===== src/rtl/quad_coeff_builder.sv =====
// Rebuilds monic coefficients b = -(r1+r2), c = r1*r2 from a real or conjugate root pair.
// Optional macro COEFF_SAT_EN: saturate b/c to W bits and flag ovf; otherwise wrap.
module quad_coeff_builder #(
  parameter int unsigned W = 8
) (
  input  logic                clk,
  input  logic                rst,
  input  logic                in_valid,
  output logic                in_ready,
  input  logic                is_cplx,
  input  logic signed [W-1:0] x1r,
  input  logic signed [W-1:0] x2r,
  input  logic signed [W-1:0] x1i,
  output logic                out_valid,
  input  logic                out_ready,
  output logic signed [W-1:0] b,
  output logic signed [W-1:0] c,
  output logic                ovf
);

  localparam int unsigned BW   = W + 2;
  localparam int unsigned AW   = 2 * W + 1;
  localparam int unsigned CNTW = $clog2(W + 1);

  typedef enum logic [2:0] {IDLE, MUL1, MUL2, FIN, DONE} state_t;

  state_t                state_q, state_n;
  logic                  cplx_q, cplx_n;
  logic                  neg_q, neg_n;
  logic [2*W-1:0]        mcand_q, mcand_n;
  logic [W-1:0]          mplier_q, mplier_n;
  logic [W-1:0]          sq_q, sq_n;
  logic signed [AW-1:0]  acc_q, acc_n;
  logic [CNTW-1:0]       cnt_q, cnt_n;
  logic signed [BW-1:0]  bsum_q, bsum_n;
  logic signed [W-1:0]   b_n, c_n;
  logic                  ovf_n, in_ready_n, out_valid_n;

  logic signed [BW-1:0]  x1e, x2e;
  logic signed [AW-1:0]  bext, cext;

  // Magnitude of a signed operand; -2^(W-1) maps exactly to 2^(W-1).
  function automatic logic [W-1:0] mag(input logic [W-1:0] v);
    return v[W-1] ? (~v + W'(1)) : v;
  endfunction

  assign x1e  = $signed({{2{x1r[W-1]}}, x1r});
  assign x2e  = $signed({{2{x2r[W-1]}}, x2r});
  assign bext = $signed({{(AW-BW){bsum_q[BW-1]}}, bsum_q});
  assign cext = neg_q ? -acc_q : acc_q;

`ifdef COEFF_SAT_EN
  // Returns {clipped, value} after clamping to the W-bit signed range.
  function automatic logic [W:0] narrow(input logic [AW-1:0] v);
    logic fits;
    fits = (&v[AW-1:W-1]) | ~(|v[AW-1:W-1]);
    if (fits) return {1'b0, v[W-1:0]};
    return v[AW-1] ? {1'b1, 1'b1, {(W-1){1'b0}}} : {1'b1, 1'b0, {(W-1){1'b1}}};
  endfunction
`else
  logic unused_hi;
  assign unused_hi = ^{bext[AW-1:W], cext[AW-1:W]};
`endif

  // Next-state, datapath and output logic.
  always_comb begin
    state_n     = state_q;
    cplx_n      = cplx_q;
    neg_n       = neg_q;
    mcand_n     = mcand_q;
    mplier_n    = mplier_q;
    sq_n        = sq_q;
    acc_n       = acc_q;
    cnt_n       = cnt_q;
    bsum_n      = bsum_q;
    b_n         = b;
    c_n         = c;
    ovf_n       = ovf;
    out_valid_n = out_valid;

    case (state_q)
      IDLE: begin
        if (in_valid) begin
          state_n  = MUL1;
          cplx_n   = is_cplx;
          neg_n    = is_cplx ? 1'b0 : (x1r[W-1] ^ x2r[W-1]);
          mcand_n  = {{W{1'b0}}, mag(x1r)};
          mplier_n = is_cplx ? mag(x1r) : mag(x2r);
          sq_n     = mag(x1i);
          acc_n    = '0;
          cnt_n    = '0;
          bsum_n   = is_cplx ? -(x1e + x1e) : -(x1e + x2e);
        end
      end
      MUL1, MUL2: begin
        if (mplier_q[0]) acc_n = acc_q + $signed({1'b0, mcand_q});
        mcand_n  = mcand_q << 1;
        mplier_n = mplier_q >> 1;
        cnt_n    = cnt_q + CNTW'(1);
        if (cnt_q == CNTW'(W - 1)) begin
          cnt_n = '0;
          if (state_q == MUL1 && cplx_q) begin
            state_n  = MUL2;
            mcand_n  = {{W{1'b0}}, sq_q};
            mplier_n = sq_q;
          end else begin
            state_n = FIN;
          end
        end
      end
      FIN: begin
`ifdef COEFF_SAT_EN
        b_n   = narrow(bext)[W-1:0];
        c_n   = narrow(cext)[W-1:0];
        ovf_n = narrow(bext)[W] | narrow(cext)[W];
`else
        b_n   = bext[W-1:0];
        c_n   = cext[W-1:0];
        ovf_n = 1'b0;
`endif
        out_valid_n = 1'b1;
        state_n     = DONE;
      end
      DONE: begin
        if (out_ready) begin
          state_n     = IDLE;
          out_valid_n = 1'b0;
          ovf_n       = 1'b0;
        end
      end
      default: state_n = IDLE;
    endcase

    in_ready_n = (state_n == IDLE);
  end

  always_ff @(posedge clk) begin
    if (rst) begin
      state_q   <= IDLE;
      cplx_q    <= 1'b0;
      neg_q     <= 1'b0;
      mcand_q   <= '0;
      mplier_q  <= '0;
      sq_q      <= '0;
      acc_q     <= '0;
      cnt_q     <= '0;
      bsum_q    <= '0;
      b         <= '0;
      c         <= '0;
      ovf       <= 1'b0;
      in_ready  <= 1'b1;
      out_valid <= 1'b0;
    end else begin
      state_q   <= state_n;
      cplx_q    <= cplx_n;
      neg_q     <= neg_n;
      mcand_q   <= mcand_n;
      mplier_q  <= mplier_n;
      sq_q      <= sq_n;
      acc_q     <= acc_n;
      cnt_q     <= cnt_n;
      bsum_q    <= bsum_n;
      b         <= b_n;
      c         <= c_n;
      ovf       <= ovf_n;
      in_ready  <= in_ready_n;
      out_valid <= out_valid_n;
    end
  end

endmodule


===== config.mk =====
export PLATFORM = sky130hd
export DESIGN_NAME = quad_coeff_builder
export DESIGN_NICKNAME = d
export VERILOG_FILES = /design/src/rtl/quad_coeff_builder.sv
export SDC_FILE = /design/constraint.sdc
export NUM_CORES = 1
export LEC_CHECK = 0
export ABC_AREA = 1
export CAP_MARGIN = 20
export CORE_MARGIN = 2
export CORE_UTILIZATION = 51
export CTS_BUF_LIST = sky130_fd_sc_hd__clkbuf_8 sky130_fd_sc_hd__clkbuf_16
export DETAILED_ROUTE_END_ITERATION = 8
export GPL_ROUTABILITY_DRIVEN = 0
export GPL_TIMING_DRIVEN = 1
export PLACE_DENSITY = 0.77
export REMOVE_ABC_BUFFERS = 1
export SYNTH_ARGS = -nofsm -noshare
export SYNTH_HDL_FRONTEND = slang
export SYNTH_SLANG_ARGS = --single-unit

===== constraint.sdc =====
create_clock -name clk -period 2 [get_ports clk]
set_input_delay 0.4 -clock clk [delete_from_list [all_inputs] [get_ports clk]]
set_output_delay 0.4 -clock clk [all_outputs]
set_load 0.1 [all_outputs]

==> results of run 1 <==
-- routing by layer --
| layer | part of all wire (%) | vias to the layer above | track usage (%) |
|---|---|---|---|
| met4 | 2.7 | 0 | 11.0 |
| met3 | 6.3 | 28 | 4.51 |
| li1 | - | 2092 | - |
| met2 | 47 | 163 | 42.7 |
| met5 | 0 | - | 0 |
| met1 | 44 | 1905 | 32.8 |
-- registers in the layout (all words and copies together) (netlist names) --
name       count
out_valid      1
acc_q          8
state_q        3
in_ready       1
cplx_q         1
mcand_q        8
sq_q           8
neg_q          1
c              8
bsum_q         8
b              8
cnt_q          4
mplier_q       8
-- power groups by stage --
stage	logic, mW	registers (mW)	clock network [mW]
after floorplan	0.370	1.46	0
after global placement	0.644	1.46	0
after detailed placement	0.667	1.46	0
after CTS	0.701	1.43	1.15
after global routing	0.817	1.44	1.23
final	0.746	1.43	1.15
-- critical path, stage by stage --
cell and delay (ns):
clkdlybuf4s15_1 0.23, ha_4 0.29, inv_2 0.04, ha_4 0.15, fa_2 0.41, nand3_2 0.09
nand2_2 0.08, nand2_1 0.07, nand2_1 0.05, nand2_1 0.07, nand2_1 0.06, nand2_1 0.07
nand3_1 0.09, a21oi_1 0.14
-- stage by stage --
| stage | setup TNS, ns | total power, mW | instance area [um2] |
|---|---|---|---|
| 4_1_cts | 0 | 3.29 | 5150 |
| 3_5_place_dp | -4.15 | 2.13 | 4860 |
| 5_1_grt | -0.0551 | 3.48 | 5240 |
| 6_report | 0 | 3.33 | 5240 |
| 2_1_floorplan | 0 | 1.83 | 3960 |
| 3_3_place_gp | -3.22 | 2.10 | 4860 |
-- cells by family (layout without fill, tap and decap cells) --
kind of cell | count (synthesis) | after routing | share of synthesized area (%)
compound gates | 155 | 155 | 20.7
other cells | 1 | 1 | 0.0920
xor+xnor | 18 | 18 | 3.87
buf+inv | 96 | 182 | 9.76
flops | 67 | 67 | 32.9
simple gates | 215 | 215 | 24.1
fa+ha+maj | 27 | 27 | 8.66
-- path summary, 6_finish.rpt --
check              endpoint  slack, ns  depth (start not counted)
setup / recovery  bsum_q[7]       0.05                         14
hold / removal      sq_q[7]       0.47                          2
setup reg to reg   acc_q[5]       0.26                          8
hold reg to reg     sq_q[7]       0.47                          2
-- synth_stat cells (all sizes together) (3+ instances only) --
cell type	instances	area share [%]
buf	9	1.7
ha	25	7.7
nand3	39	5.1
nand3b	3	0.55
xor2	16	3.4
a31oi	6	0.92
clkbuf	12	1.1
o22ai	5	0.77
nor3	7	0.86
o31ai	3	0.55
or2	5	0.77
nor2	48	5.9
a211oi	3	0.55
inv	75	7.0
dfxtp	67	33
o21ai	59	7.2
a21oi	71	9.0
nand4	5	0.77
nand2	107	10
-- area by class of cell --
class | instances | area (um2) | area share, %
Clock buffer | 10 | 138 | 2.63
Clock inverter | 6 | 63.8 | 1.22
Inverter | 75 | 284 | 5.43
Multi-Input combinational cell | 416 | 2490 | 47.6
Sequential cell | 67 | 1340 | 25.6
Tap cell | 102 | 128 | 2.44
Timing Repair Buffer | 91 | 790 | 15.1
-- what timing repair did --
item	CTS	global route
gates cloned	0	0
pin swaps	4	4
hold endpoints to repair	0	0
endpoints found under the setup margin	5	8
setup buffers	0	1
resized for setup	16	25
==> run_results.csv, run 1 <==
group,metric,value,unit
status,outcome,"finished, final reports clean",
clock_network,cts-buffers-inserted,9,
place,io_buffers,46,
synth,syn-cell-area,0.00408,mm2
synth,synth-main-ff-cell,"dfxtp_1",
power_and_ir_drop,seq_power_share,43.0,%
sta,setup_viol,0,
layout,antenna_cells,0,
power_and_ir_drop,p_leak,2.37,nW
layout,drive_gt1_share,19.5,%
synth,syn_inst,579,
global_routing,grt.total_usage,25.7,%
layout,final_common_cell,"nand2_1",
sta,setup_ws,0.0495,ns
setup_path,cp_data_arrival_time,2.24,ns
place,placed_cells,750,
layout,fin_cells,767,
job,max_cap_violations,0,
detailed_routing,drt_wl_total,10.9,mm
hold_path,min_from,"sq_q[7]",
place,dp_worst_setup_slack,-0.585,ns
place,place_hpwl,8.19,mm
power_and_ir_drop,ir_drop,0.000429,V
setup_path,cp_max_fo,3,
setup_path,required,2.29,ns
power_and_ir_drop,powerDensity,637,mW/mm2
global_routing,first_global_vias,4019,
die,core_area,0.00773,mm2
global_routing,grt_overflow,0,
die,rows,32,
power_and_ir_drop,p_sw,1.01,mW
clock_network,clkSinkCount,67,
synth,ys_seq_elements,67,
power_and_ir_drop,power_frac_comb,22.4,%
clock_network,clk_path_buf_depth,2,
clock_network,clock-root-buffer,"clkbuf_8",
detailed_routing,wl_per_cell,14.2,um
setup_path,start_kind,"primary input",
sta,report.final.slew_viol_count,0,
synth,synth_area_per_cell,7.04,um2
global_routing,grt_first_pass_wirelength,17.9,mm
detailed_routing,drc,0,
layout,nFillCells,653,
layout,nNetsFinal,716,
synth,yosysUniqueCellTypes,41,
hold_path,hold_class,"reg -> reg",
sta,hold_slack,0.472,ns
sta,period_share,97.5,%
sta,fmax,513,MHz
die,fp.dieW,93.4,um
sta,period_minus_slack,1.95,ns
detailed_routing,antenna_left,0,
layout,area_growth,28.4,%
synth,seq_area_frac_synth,32.9,%
power_and_ir_drop,power_frac_clock,34.6,%
setup_path,endpoint_kind,"flop",
clock_network,ctsHoldBuffers,0,
clock_network,htree_levels,3,
layout,final_cell_mix,"nand2_1, a21oi_1, dfxtp_1, buf_4, inv_1",
detailed_routing,vias,4188,
detailed_routing,first_iter_violations,331,
detailed_routing,drt_first_pass_iters,5,
setup_path,cp-startpoint,"x1r[1]",
power_and_ir_drop,p_int,2.32,mW
clock_network,insertion_delay,0.35,ns
global_routing,antenna_found_initial,0,
setup_path,path_class,"in -> reg",
clock_network,clkSlewWorstSetupHoldPaths,0.08,ns
die,io_pins,48,
die,die_y,93.4,um
synth,synth_edf_count,0,
power_and_ir_drop,swShare,30.3,%
setup_path,r2r-start,"acc_q[2]",
clock_network,cts_tree,"done",
die,start_util,52.8,%
layout,final_core_util,67.7,%
global_routing,grt_start_max_net_pins,23,
synth,yosysWarnings,0,
sta,fin_skew,0.00798,ns
detailed_routing,viasPerCell,5.46,
sta,hold_viol,0,
die,die_area,0.00872,mm2
synth,async_flop_share,0,%
(Power assumes the default switching activity.)
==> run 2: changes to the inputs <==
- REMOVE_ABC_BUFFERS: 1 -> not set
- TNS_END_PERCENT: not set -> 50
==> run 2 against run 1 <==
The flow now finishes with violations (setup timing). Total power is 4.0% higher. Cell count is 0.52% lower. Maximum frequency is 2.8% lower. Combinational power hardly changed. Critical path type unchanged.
==> run_results.csv, run 2 (synthesis results as in run 1) <==
group,metric,value,unit
hold_path,hold_class,"reg -> reg",
job,max_cap_violations,0,
sta,setup_viol,2,
setup_path,start_kind,"primary input",
status,violations,"setup timing",
setup_path,cp_cell_sequence,"clkdlybuf4s50_1, inv_1, ha_4, ha_4, a21oi_1, nand2_2, a31oi_2, or2_2, nand3_1, a21oi_1",
global_routing,grt_first_pass_wirelength,18.3,mm
detailed_routing,wl_per_cell,15.0,um
sta,report.final.slew_viol_count,0,
clock_network,clkSinkCount,67,
global_routing,grt_use_met3,4.11,%
die,fp.dieW,93.4,um
power_and_ir_drop,p_int,2.42,mW
detailed_routing,viasPerCell,5.59,
clock_network,clock-root-buffer,"clkbuf_8",
die,core_area,0.00773,mm2
power_and_ir_drop,powerDensity,669,mW/mm2
clock_network,ctsHoldBuffers,0,
detailed_routing,antenna_left,0,
die,start_util,52.8,%
detailed_routing,first_iter_violations,366,
setup_path,required,2.28,ns
synth,syn_nets,635,
sta,rsz0062_at_grt,"true",
global_routing,antenna_found_initial,0,
detailed_routing,drt_wl_total,11.4,mm
sta,period_minus_slack,2.01,ns
power_and_ir_drop,power_frac_comb,21.4,%
layout,drive_gt1_share,18.8,%
sta,setup_ws,-0.00729,ns
clock_network,clk_path_buf_depth,2,
clock_network,htree_levels,3,
clock_network,cts-buffers-inserted,9,
global_routing,grt_start_max_net_pins,38,
die,io_pins,48,
place,dp_worst_setup_slack,-0.517,ns
layout,antenna_cells,0,
clock_network,insertion_delay,0.35,ns
sta,fin_skew,0.00468,ns
global_routing,grt_busiest_layer,"met2",
die,die_y,93.4,um
power_and_ir_drop,seq_power_share,41.3,%
power_and_ir_drop,ir_drop,0.000485,V
die,rows,32,
setup_path,cp_slowest_cell,"clkdlybuf4s50_1",
power_and_ir_drop,p_leak,2.32,nW
power_and_ir_drop,p_sw,1.05,mW
setup_path,cp_max_fo,4,
global_routing,grt_overflow,0,
layout,nNetsFinal,712,
detailed_routing,drc,0,
layout,final_cell_mix,"nand2_1, a21oi_1, dfxtp_1, inv_1, buf_4",
setup_path,critPathMaxStageDelay,0.48,ns
layout,area_growth,27.2,%
status,outcome,"finished with violations",
setup_path,path_class,"in -> reg",
layout,nFillCells,624,
clock_network,cts_tree,"done",
place,place_hpwl,8.20,mm
detailed_routing,drt_first_pass_iters,5,
sta,hold_viol,0,
setup_path,endpoint_kind,"flop",
global_routing,grt.total_usage,26.2,%
global_routing,use_met2,42.9,%
global_routing,first_global_vias,3919,
die,die_area,0.00872,mm2
place,io_buffers,46,
global_routing,use_met1,35.0,%
clock_network,clkSlewWorstSetupHoldPaths,0.08,ns
power_and_ir_drop,swShare,30.2,%
sta,fmax,498,MHz
sta,tns,-0.00931,ns
detailed_routing,vias,4268,
sta,period_share,100,%
power_and_ir_drop,power_frac_clock,37.3,%
layout,final_common_cell,"nand2_1",
setup_path,cp_data_arrival_time,2.29,ns
[run 2: changes by cell type in the layout (fill, tap and decap cells not counted), sizes merged, moves of 2 or more]
cell,change
clkdlybuf4s50,+3
clkbuf,-2
buf,-4
dlygate4sd2,+3
dlymetal6s2s,-4
[run 2: repair_timing]
action                                  CTS  global route
gates resized for setup                  13            20
pin swaps                                 3             6
endpoints found under the setup margin    4             5
hold endpoints to repair                  0             0
setup buffers                             0             2
[run 2: final cells by class]
class                   instances  area [um2]  area share [%]
clock buffers                   9         124            2.39
clock inverters                 7         100            1.93
inverters                      75         284            5.48
multi-input cells             416        2470            47.6
flip-flops and latches         67        1340            25.9
well taps                     102         128            2.46
repair buffers                 87         738            14.2
[run 2: power groups by stage]
| stage | clock (mW) | combinational [mW] | sequential [mW] |
|---|---|---|---|
| finish | 1.29 | 0.743 | 1.43 |
| global route | 1.34 | 0.814 | 1.44 |
| CTS | 1.29 | 0.677 | 1.43 |
| detailed placement | 0 | 0.652 | 1.46 |
| global placement | 0 | 0.634 | 1.46 |
| floorplan | 0 | 0.409 | 1.46 |
[run 2: routing by layer]
layer,vias up,share of wire (%)
li1,2091,-
met1,1961,44
met2,182,47
met3,34,6.3
met4,0,2.8
met5,-,0
[run 2: stage by stage]
step / hold WS [ns] / cell area (um2) / std cells / utilization, % / power [mW]
after floorplan: 0.425 / 4080 / 579 / - / 1.87
final: 0.467 / 5190 / 763 / 67.1 / 3.47
after detailed placement: 0.452 / 4810 / 745 / 62.3 / 2.11
after CTS: 0.461 / 5080 / 761 / 65.8 / 3.40
after global placement: 0.448 / 4810 / 745 / 62.3 / 2.09
after global routing: 0.503 / 5190 / 763 / 67.1 / 3.60
[run 2: worst paths after layout]
| check | from | endpoint | slack (ns) | cells past startpoint |
|---|---|---|---|---|
| min | out_valid | out_valid | 0.47 | 2 |
| min reg2reg | out_valid | out_valid | 0.47 | 2 |
| max reg2reg | acc_q[2] | acc_q[5] | 0.21 | 8 |
| max | x1r[3] | bsum_q[6] | -0.007 | 10 |
[run 2: critical path: cells and delay by family]
kind,cells,cell delay (ns)
AND/OR/NAND/NOR,3,0.31
AO/OA/AOI/OAI,3,0.53
buffers and inverters,2,0.57
adder cells (fa/ha/maj),2,0.48
